$ cat src/rtl/cache_mem_arbiter.sv
// cache_mem_arbiter: grants one of two cache ports access to a shared memory
// controller, then forwards that port's beat strobes until the transfer ends.
// Optional build macro: CACHE_ARB_FIXED_PRIORITY_EN (port 0 always wins ties);
// when undefined, ties are resolved round-robin.
module cache_mem_arbiter #(
   parameter int unsigned BW_ADDR     = 24,
   parameter int unsigned BLOCK_WORDS = 16
) (
   input  logic               clock_i,
   input  logic               resetn_i,
   input  logic               p0_req_i,
   input  logic               p0_req_block_i,
   input  logic               p0_rw_i,
   input  logic [BW_ADDR-1:0] p0_add_i,
   input  logic               p0_write_i,
   input  logic               p0_read_i,
   input  logic [31:0]        p0_data_i,
   output logic               p0_ready_req_o,
   output logic               p0_ready_write_o,
   output logic               p0_ready_read_o,
   output logic [31:0]        p0_data_o,
   input  logic               p1_req_i,
   input  logic               p1_req_block_i,
   input  logic               p1_rw_i,
   input  logic [BW_ADDR-1:0] p1_add_i,
   input  logic               p1_write_i,
   input  logic               p1_read_i,
   input  logic [31:0]        p1_data_i,
   output logic               p1_ready_req_o,
   output logic               p1_ready_write_o,
   output logic               p1_ready_read_o,
   output logic [31:0]        p1_data_o,
   input  logic               mem_ready_req_i,
   input  logic               mem_ready_write_i,
   input  logic               mem_ready_read_i,
   input  logic [31:0]        mem_data_i,
   output logic               mem_req_o,
   output logic               mem_req_block_o,
   output logic               mem_rw_o,
   output logic [BW_ADDR-1:0] mem_add_o,
   output logic               mem_write_o,
   output logic               mem_read_o,
   output logic [31:0]        mem_data_o,
   output logic               owner_o,
   output logic               busy_o,
   output logic               err_o
);

   localparam int unsigned CW = $clog2(BLOCK_WORDS) + 1;

   typedef enum logic {
      IDLE = 1'b0,
      XFER = 1'b1
   } state_t;

   state_t        state;
   state_t        state_next;
   logic          owner;
   logic          dir;
   logic [CW-1:0] beats;
   logic [CW-1:0] count;
   logic          err;
   logic          tie_winner;
   logic          winner;
   logic          win_block;
   logic          win_rw;
   logic          accept;
   logic          beat;
   logic          last_beat;
   logic          bad_strobe;
   logic          own_write;
   logic          own_read;
   logic          oth_write;
   logic          oth_read;
   logic [31:0]   own_data;

`ifdef CACHE_ARB_FIXED_PRIORITY_EN
   assign tie_winner = 1'b0;
`else
   logic prio;

   // Round-robin pointer: the port that just finished loses the next tie
   always_ff @(posedge clock_i or negedge resetn_i) begin
      if (!resetn_i) begin
         prio <= 1'b0;
      end else if (last_beat) begin
         prio <= owner;
      end
   end

   assign tie_winner = ~prio;
`endif

   assign winner    = (p0_req_i & p1_req_i) ? tie_winner : p1_req_i;
   assign win_block = winner ? p1_req_block_i : p0_req_block_i;
   assign win_rw    = winner ? p1_rw_i : p0_rw_i;

   assign own_write = owner ? p1_write_i : p0_write_i;
   assign own_read  = owner ? p1_read_i  : p0_read_i;
   assign oth_write = owner ? p0_write_i : p1_write_i;
   assign oth_read  = owner ? p0_read_i  : p1_read_i;
   assign own_data  = owner ? p1_data_i  : p0_data_i;

   assign p0_data_o = mem_data_i;
   assign p1_data_o = mem_data_i;
   assign owner_o   = owner;
   assign busy_o    = (state == XFER);
   assign err_o     = err;

   // State register
   always_ff @(posedge clock_i or negedge resetn_i) begin
      if (!resetn_i) begin
         state <= IDLE;
      end else begin
         state <= state_next;
      end
   end

   // Next state, arbitration and strobe routing; everything forced low in reset
   always_comb begin
      state_next       = state;
      accept           = 1'b0;
      beat             = 1'b0;
      last_beat        = 1'b0;
      bad_strobe       = 1'b0;
      mem_req_o        = 1'b0;
      mem_req_block_o  = 1'b0;
      mem_rw_o         = 1'b0;
      mem_add_o        = '0;
      mem_write_o      = 1'b0;
      mem_read_o       = 1'b0;
      mem_data_o       = '0;
      p0_ready_req_o   = 1'b0;
      p1_ready_req_o   = 1'b0;
      p0_ready_write_o = 1'b0;
      p1_ready_write_o = 1'b0;
      p0_ready_read_o  = 1'b0;
      p1_ready_read_o  = 1'b0;
      if (resetn_i) begin
         case (state)
            IDLE: begin
               if (p0_req_i | p1_req_i) begin
                  mem_req_o       = 1'b1;
                  mem_req_block_o = win_block;
                  mem_rw_o        = win_rw;
                  mem_add_o       = winner ? p1_add_i : p0_add_i;
                  if (winner) begin
                     p1_ready_req_o = mem_ready_req_i;
                  end else begin
                     p0_ready_req_o = mem_ready_req_i;
                  end
                  accept = mem_ready_req_i;
                  if (accept) begin
                     state_next = XFER;
                  end
               end
            end
            XFER: begin
               mem_write_o = own_write & dir;
               mem_read_o  = own_read & ~dir;
               mem_data_o  = own_data;
               if (owner) begin
                  p1_ready_write_o = mem_ready_write_i;
                  p1_ready_read_o  = mem_ready_read_i;
               end else begin
                  p0_ready_write_o = mem_ready_write_i;
                  p0_ready_read_o  = mem_ready_read_i;
               end
               beat       = (dir & own_write & mem_ready_write_i) |
                            (~dir & own_read & mem_ready_read_i);
               bad_strobe = (dir & own_read) | (~dir & own_write) | oth_write | oth_read;
               last_beat  = beat & (count == beats - CW'(1));
               if (last_beat) begin
                  state_next = IDLE;
               end
            end
            default: state_next = IDLE;
         endcase
      end
   end

   // Transfer context captured on accept, beat counter, sticky error
   always_ff @(posedge clock_i or negedge resetn_i) begin
      if (!resetn_i) begin
         owner <= 1'b0;
         dir   <= 1'b0;
         beats <= '0;
         count <= '0;
         err   <= 1'b0;
      end else begin
         if (accept) begin
            owner <= winner;
            dir   <= win_rw;
            beats <= win_block ? CW'(BLOCK_WORDS) : CW'(1);
            count <= '0;
         end else if (beat) begin
            count <= count + CW'(1);
         end
         if (bad_strobe) begin
            err <= 1'b1;
         end
      end
   end

endmodule

$ cat config.mk
export PLATFORM = sky130hd
export DESIGN_NAME = cache_mem_arbiter
export DESIGN_NICKNAME = d
export VERILOG_FILES = /design/src/rtl/cache_mem_arbiter.sv
export SDC_FILE = /design/constraint.sdc
export NUM_CORES = 1
export LEC_CHECK = 0
export ABC_AREA = 1
export CELL_PAD_IN_SITES_DETAIL_PLACEMENT = 0
export CELL_PAD_IN_SITES_GLOBAL_PLACEMENT = 1
export CORE_MARGIN = 2
export CORE_UTILIZATION = 14
export CTS_CLUSTER_SIZE = 40
export DETAILED_ROUTE_END_ITERATION = 16
export GPL_TIMING_DRIVEN = 0
export HOLD_SLACK_MARGIN = 0.15
export MAX_ROUTING_LAYER = met4
export PLACE_DENSITY_LB_ADDON = 0.3
export SLEW_MARGIN = 20
export SYNTH_ARGS = -nofsm -noshare
export SYNTH_HDL_FRONTEND = slang
export SYNTH_SLANG_ARGS = --single-unit
$ cat constraint.sdc
create_clock -name clock_i -period 1.67 [get_ports clock_i]
set_input_delay 0.334 -clock clock_i [delete_from_list [all_inputs] [get_ports clock_i]]
set_output_delay 0.334 -clock clock_i [all_outputs]
set_load 0.01 [all_outputs]
==> qor.csv, run 1 <==
stage,metric,value,unit
synthesis,ys async rst share,100,%
placed_design,worst-case setup slack after placement,-1650,ps
pwr,maximum ir drop on the vdd rail,0.000301,V
layout,Antenna Cells,0,
cts,TritonCTS clock tree,done,
run_status,result of the run,"finished, violations left",
synthesis,dominant cell by count in the synthesized netlist,sky130_fd_sc_hd__nor2_1,
run_status,violated checks,negative setup slack,
detailed_routing,Via density,3.94,
synthesis,cell count after synthesis,371,
sta,Clock Skews,4.11,ps
critical_path,CP Buf/Inv Count,4,
detailed_routing,DR vias,3404,
global_route,number of antenna violations at the first check in global routing,0,
critical_path,arrival time at the worst endpoint,1590,ps
synthesis,Mapped Nets,531,
synthesis,total of warnings raised by yosys,0,
sta,unrepaired setup endpoints after global routing,true,
floorplanning,Horiz. Die Dim,126,um
synthesis,dominant register cell in the synthesized netlist,sky130_fd_sc_hd__dfrtp_1,
global_route,largest net degree at the start of global routing,17,
placed_design,number of buffers added on ports,260,
global_route,number of global-route vias before repair,3329,
global_route,total global-route track usage,13.4,%
global_route,global-route wire length before repair,17000,um
synthesis,most area-consuming cells after synthesis,"sky130_fd_sc_hd__buf_4, sky130_fd_sc_hd__nor2_1, sky130_fd_sc_hd__dfrtp_1",
pwr,"Power, Total",4850,uW
synthesis,"Avg Cell Area, Syn",5.64,sq um
sta,final worst slack,-259,ps
sta,summed negative setup slack over all endpoints,-9910,ps
layout,combined area of the multi-input logic cells,1410,sq um
floorplanning,starting density of the core,14.3,%
pwr,Static Leakage,0.00266,uW
flow_run,number of max-capacitance violations reported,0,
critical_path,CP max FO,5,
critical_path,kind of critical path,reg -> out,
synthesis,combinational family with the most area after synthesis,simple AND/OR/NAND/NOR gates,
synthesis,sequential element share of the synthesized area,14.4,%
synthesis,post-synthesis instance area,2090,sq um
sta,slew of the pin with the lowest slew margin,599,ps
floorplanning,Die ar.,15900,sq um
sta,final hold vios,0,
cts,clock insertion delay at the later pin of the skew report,240,ps
placed_design,RD Place Congestion,0.812,
critical_path,crit end category,output port,
sta,worst hold margin,453,ps
detailed_routing,"wirelength, routed",11300,um
sta,"Period Utilization, post-route",116,%
detailed_routing,number of nets with antenna violations after routing,0,
layout,number of cells in the finished layout apart from fillers,863,
layout,Layout area overhead,170,%
placed_design,final HPWL from detailed placement,8970,um
detailed_routing,Routed WL per cell,13.1,um
cts,clock buffer depth,2,
cts,master cell of the clock root buffer,sky130_fd_sc_hd__clkbuf_16,
sta,Max Clock Freq,518,MHz
cts,total clock sinks,12,
detailed_routing,DR iter-0 viols,72,
critical_path,Crit-path slowest cell,sky130_fd_sc_hd__dfrtp_2,
detailed_routing,first-pass detailed-route iteration total,4,
sta,Max-slew headroom,59.9,%
synthesis,flop and latch count out of synthesis,12,
synthesis,count of distinct cell types in the synthesized netlist,25,
critical_path,required time at the worst-slack endpoint,1340,ps
detailed_routing,DRC Markers,0,
global_route,total gr overflow,0,
cts,clk slew on worst S/H paths,50,ps
synthesis,most common library cells after synthesis,"sky130_fd_sc_hd__nor2_1, sky130_fd_sc_hd__buf_4, sky130_fd_sc_hd__nand2_1",
critical_path,sort of element at the start of the critical path,register,
layout,filler cell count in the final layout,1557,
synthesis,compound-gate portion of the synthesized area,7.66,%
sta,number of endpoints failing setup at the final stage,67,
synthesis,cell accounting for the most synthesized area,sky130_fd_sc_hd__buf_4,
cts,number of buffers inserted during clock tree synthesis,3,
synthesis,simple-gate share of the synthesized area,45.2,%
critical_path,Critical Path Most Common Cell,sky130_fd_sc_hd__buf_6,
synthesis,portion of netlist area occupied by mux cells,0,%
critical_path,gate family responsible for the most delay along the worst path,buffers and inverters,
synthesis,Synth top area share,23.3,%
critical_path,worst path cell trace,nor3_4 > buf_6 > buf_8 > buf_6 > o21ai_1 > nor2_1 > buf_2,
floorplanning,std cell rows,44,
synthesis,share of the synthesized netlist area taken by xor and xnor gates,1.26,%
layout,fraction of layout instances using a drive strength above 1,38.9,%
placed_design,Placed Cells incl. Taps,815,
layout,net total in the final layout,840,
synthesis,synthesized-area fraction occupied by adder cells,0.598,%
min_path,worst min path class,in -> reg,
sta,Slew Limit Fails,0,
floorplanning,Top-Level Pins,293,
cts,count of H-tree levels built during CTS,1,
critical_path,delay of the slowest critical-path stage,440,ps
sta,Tmin final,1930,ps
layout,sequential cell area,302,sq um
synthesis,Post-synth EDFFs,0,
pwr,Pwr Density,860,nW/um^2
floorplanning,area of the core,14600,sq um
floorplanning,Die H,126,um
routing by layer:
layer / GRT usage [%] / vias up / share of wire [%]
met4: 1.75 / 0 / 0.56
met2: 26.3 / 163 / 54
met1: 14.1 / 1506 / 37
met3: 2.76 / 7 / 8.0
met5: - / - / 0
li1: - / 1728 / -
state kept, by name, summed over array words and instances, names as in the netlist:
register,cells
count,5
beats,2
busy_o,1
dir,1
err_o,1
owner_o,1
prio,1
worst paths after layout:
| check | startpoint | to | slack (ps) | cells past startpoint |
|---|---|---|---|---|
| max | busy_o$_DFFE_PN0P_ | mem_add_o[22] | -260 | 7 |
| max reg2reg | prio$_DFFE_PN0P_ | beats[0]$_DFFE_PN0P_ | 70 | 10 |
| min reg2reg | err_o$_DFFE_PN0P_ | err_o$_DFFE_PN0P_ | 470 | 2 |
| min in group asynchronous | resetn_i | beats[0]$_DFFE_PN0P_ | 710 | 2 |
| min | resetn_i | busy_o$_DFFE_PN0P_ | 450 | 4 |
| max in group asynchronous | resetn_i | busy_o$_DFFE_PN0P_ | 530 | 2 |
metrics by stage:
step           instance area, sq um  util (%)
6_report                       5640      38.7
3_5_place_dp                   4920      33.8
4_1_cts                        5350      36.7
2_1_floorplan                  2090         -
5_1_grt                        5640      38.7
3_3_place_gp                   4920      33.8
logic make-up (layout without fill, tap and decap cells):
logic type / Yosys count / count (layout)
buffers and inverters: 101 / 409
adders and majority gates: 1 / 1
xor gates and xnor gates: 3 / 3
AOI/OAI and AO/OA: 31 / 31
DFF: 12 / 12
and+or+nand+nor: 223 / 223
worst min-delay path, cell delays in order:
cell and delay (ps):
sky130_fd_sc_hd__buf_4 150, sky130_fd_sc_hd__nand3_1 80, sky130_fd_sc_hd__nand2_1 50, sky130_fd_sc_hd__nand2_1 50
layout by cell type (no fill, tap or decap), types with 2 or more instances in the layout:
master                            instances
sky130_fd_sc_hd__clkdlybuf4s50_1        190
sky130_fd_sc_hd__nor2_1                 107
sky130_fd_sc_hd__buf_4                   88
sky130_fd_sc_hd__buf_2                   61
sky130_fd_sc_hd__nand2_1                 36
sky130_fd_sc_hd__buf_6                   24
sky130_fd_sc_hd__nor3_2                  15
sky130_fd_sc_hd__nor3_1                  15
sky130_fd_sc_hd__nand3_1                 14
sky130_fd_sc_hd__nor2_2                  14
sky130_fd_sc_hd__o21ai_1                 13
sky130_fd_sc_hd__inv_1                   13
sky130_fd_sc_hd__o21ai_2                 11
sky130_fd_sc_hd__dfrtp_1                 11
sky130_fd_sc_hd__clkbuf_16                7
sky130_fd_sc_hd__nor2_4                   5
sky130_fd_sc_hd__nand2_2                  5
sky130_fd_sc_hd__buf_8                    5
sky130_fd_sc_hd__clkbuf_8                 5
sky130_fd_sc_hd__o21ai_0                  4
sky130_fd_sc_hd__buf_12                   3
sky130_fd_sc_hd__nand2_4                  3
sky130_fd_sc_hd__nand4_1                  3
sky130_fd_sc_hd__clkdlybuf4s15_2          3
sky130_fd_sc_hd__nand2_8                  2
sky130_fd_sc_hd__inv_4                    2
sky130_fd_sc_hd__nor3_4                   2
sky130_fd_sc_hd__xor2_1                   2
sky130_fd_sc_hd__dlygate4sd2_1            2
report_power, final:
part	switching (uW)	internal (uW)
Clock	134	362
Sequential	109	383
Combinational	1750	2110
Total	2000	2850
area by class of cell:
type / instances / share of cell area [%]
timing repair buffer: 307 / 49.9
tap: 184 / 4.08
buffer: 80 / 12.6
sequential: 12 / 5.35
multi-input combinational: 258 / 25.0
inverter: 18 / 1.49
clock buffer: 4 / 1.58
what timing repair did:
item                                    CTS  global route
hold endpoints to repair                 12             0
cloned                                    6             0
endpoints found under the setup margin   79            76
hold buffers                              1             0
resized for setup                       386            84
setup buffers                            27            20
pin swaps                                18            22
Power figures use the tool's default switching activity.
==> run 2, diff against run 1 <==
Settings changed: CORE_MARGIN 2 to default.
==> qor.csv, run 2 (same netlist as run 1, synthesis figures left out) <==
stage,metric,value,unit
run_status,result of the run,"finished, violations left",
run_status,violated checks,negative setup slack,
detailed_routing,Via density,4.01,
critical_path,Reg2Reg Launch Point,owner_o$_DFFE_PN0P_,
critical_path,crit end category,output port,
cts,master cell of the clock root buffer,sky130_fd_sc_hd__clkbuf_16,
floorplanning,Die ar.,15400,sq um
global_route,number of antenna violations at the first check in global routing,0,
cts,clk slew on worst S/H paths,40,ps
layout,sequential cell area,302,sq um
cts,clock insertion delay at the later pin of the skew report,240,ps
sta,"Period Utilization, post-route",109,%
global_route,global-route wire length before repair,16300,um
layout,combined area of the multi-input logic cells,1480,sq um
sta,Tmin final,1820,ps
cts,total clock sinks,12,
detailed_routing,routed length on met2,6030,um
critical_path,kind of critical path,reg -> out,
detailed_routing,sum of routed wire segments on met1,4210,um
layout,"leading cell type in the layout, fill and taps excluded",sky130_fd_sc_hd__clkdlybuf4s50_1,
cts,TritonCTS clock tree,done,
global_route,largest net degree at the start of global routing,17,
detailed_routing,number of nets with antenna violations after routing,0,
floorplanning,starting density of the core,14.4,%
placed_design,RD Place Congestion,0.830,
flow_run,number of max-capacitance violations reported,0,
layout,Antenna Cells,0,
cts,number of buffers inserted during clock tree synthesis,3,
critical_path,endpoint of the worst register-to-register path,count[0]$_DFFE_PN0P_,
floorplanning,std cell rows,44,
detailed_routing,DR vias,3391,
sta,Clock Skews,0.588,ps
layout,most flop-heavy register,count,
layout,number of cells in the finished layout apart from fillers,845,
critical_path,beginning of the critical path,owner_o$_DFFE_PN0P_,
sta,Max-slew headroom,61.7,%
placed_design,final HPWL from detailed placement,8480,um
global_route,total global-route track usage,13.3,%
critical_path,r2r setup slk,140,ps
layout,fraction of layout instances using a drive strength above 1,40.4,%
detailed_routing,DRC Markers,0,
cts,clock buffer depth,2,
sta,final worst slack,-151,ps
layout,filler cell count in the final layout,1523,
cts,count of H-tree levels built during CTS,1,
placed_design,worst-case setup slack after placement,-1630,ps
floorplanning,Die H,124,um
placed_design,number of buffers added on ports,260,
pwr,Pwr Density,842,nW/um^2
layout,net total in the final layout,822,
detailed_routing,first-pass detailed-route iteration total,4,
critical_path,arrival time at the worst endpoint,1490,ps
floorplanning,area of the core,14500,sq um
layout,largest registers,"count x5, beats x2",
sta,worst hold margin,424,ps
global_route,number of global-route vias before repair,3247,
pwr,sequential cell fraction of total power,10.7,%
critical_path,required time at the worst-slack endpoint,1340,ps
sta,slew of the pin with the lowest slew margin,572,ps
detailed_routing,"wirelength, routed",11000,um
layout,max reg flops,5,
critical_path,endpoint of the most critical setup path,mem_data_o[1],
pwr,maximum ir drop on the vdd rail,0.000345,V
sta,unrepaired setup endpoints after global routing,true,
pwr,Static Leakage,0.00254,uW
min_path,worst min path class,in -> reg,
global_route,total gr overflow,0,
floorplanning,Top-Level Pins,293,
sta,Max Clock Freq,549,MHz
detailed_routing,Top Metal Used,met4,
pwr,switch share,43.5,%
pwr,share of power burned in combinational logic,78.6,%
floorplanning,Horiz. Die Dim,124,um
sta,final hold vios,0,
sta,number of endpoints failing setup at the final stage,60,
critical_path,cell depth of the worst flop-to-flop path,11,
pwr,Net Sw Power,1990,uW
critical_path,CP max FO,8,
critical_path,sort of element at the start of the critical path,register,
detailed_routing,Routed WL per cell,13.0,um
pwr,clock power share,10.7,%
placed_design,Placed Cells incl. Taps,815,
detailed_routing,DR iter-0 viols,91,
sta,Slew Limit Fails,0,
pwr,P_int,2590,uW
detailed_routing,routed length on met3,681,um
layout,highest-count cells in the layout ignoring fill and taps,"sky130_fd_sc_hd__clkdlybuf4s50_1, sky130_fd_sc_hd__nor2_1, sky130_fd_sc_hd__buf_4",
pwr,"Power, Total",4580,uW
layout,Layout area overhead,160,%
[run 2: layer usage]
metal	vias up	GRT usage [%]
met5	-	-
met4	0	1.70
met3	6	2.28
met2	165	26.0
met1	1530	14.0
li1	1690	-
[run 2: what timing repair did]
action,4_1_cts,5_1_grt
endpoints found under the hold margin,12,0
pin swaps,11,41
hold buffers,1,0
gates resized for setup,368,97
cloned,4,3
setup buffers,15,8
endpoints found under the setup margin,79,68
[run 2: worst min path at each step]
| stage | startpoint | endpoint | cells after the start |
|---|---|---|---|
| after floorplan | resetn_i | beats[0]$_DFFE_PN0P_ | 0 |
| after global placement | err_o$_DFFE_PN0P_ | err_o$_DFFE_PN0P_ | 2 |
| after detailed placement | err_o$_DFFE_PN0P_ | err_o$_DFFE_PN0P_ | 2 |
| after CTS | resetn_i | busy_o$_DFFE_PN0P_ | 4 |
| after global routing | resetn_i | busy_o$_DFFE_PN0P_ | 4 |
| final | resetn_i | busy_o$_DFFE_PN0P_ | 4 |
[run 2: power groups by stage]
stage	registers, uW	logic (uW)	clock network, uW
final	491	3600	490
after global routing	507	3900	518
after CTS	490	3170	497
after global placement	487	2880	0
after floorplan	473	1410	0
after detailed placement	489	2880	0
[run 2: stage by stage]
step / util, % / area [sq um] / setup TNS (ps)
after floorplan: - / 2090 / 0
after global placement: 33.9 / 4920 / -108210
after detailed placement: 33.9 / 4920 / -110480
after CTS: 35.0 / 5080 / -7370
after global routing: 37.4 / 5440 / -9710
final: 37.4 / 5440 / -4820
[run 2: layout make-up]
cell class                 instances  area share [%]
buffer                            81            13.2
sequential                        12            5.54
multi-input combinational        258            27.1
clock buffer                       4            1.63
inverter                          18            1.54
timing repair buffer             288            46.8
tap                              184            4.23
[run 2: critical path, stage by stage, from the launching register on]
cell and delay [ps]:
sky130_fd_sc_hd__dfrtp_1 380, sky130_fd_sc_hd__buf_6 150, sky130_fd_sc_hd__inv_8 60, sky130_fd_sc_hd__buf_12 130, sky130_fd_sc_hd__clkbuf_16 160, sky130_fd_sc_hd__nor2_2 40
sky130_fd_sc_hd__nor3_2 160, sky130_fd_sc_hd__buf_2 160
==> run 3, diff against run 2 <==
Settings changed: HOLD_SLACK_MARGIN 0.15 to 0.1.
==> results of run 3 <==
Same layout as run 2: the final DEF is identical, and so are final timing and power.
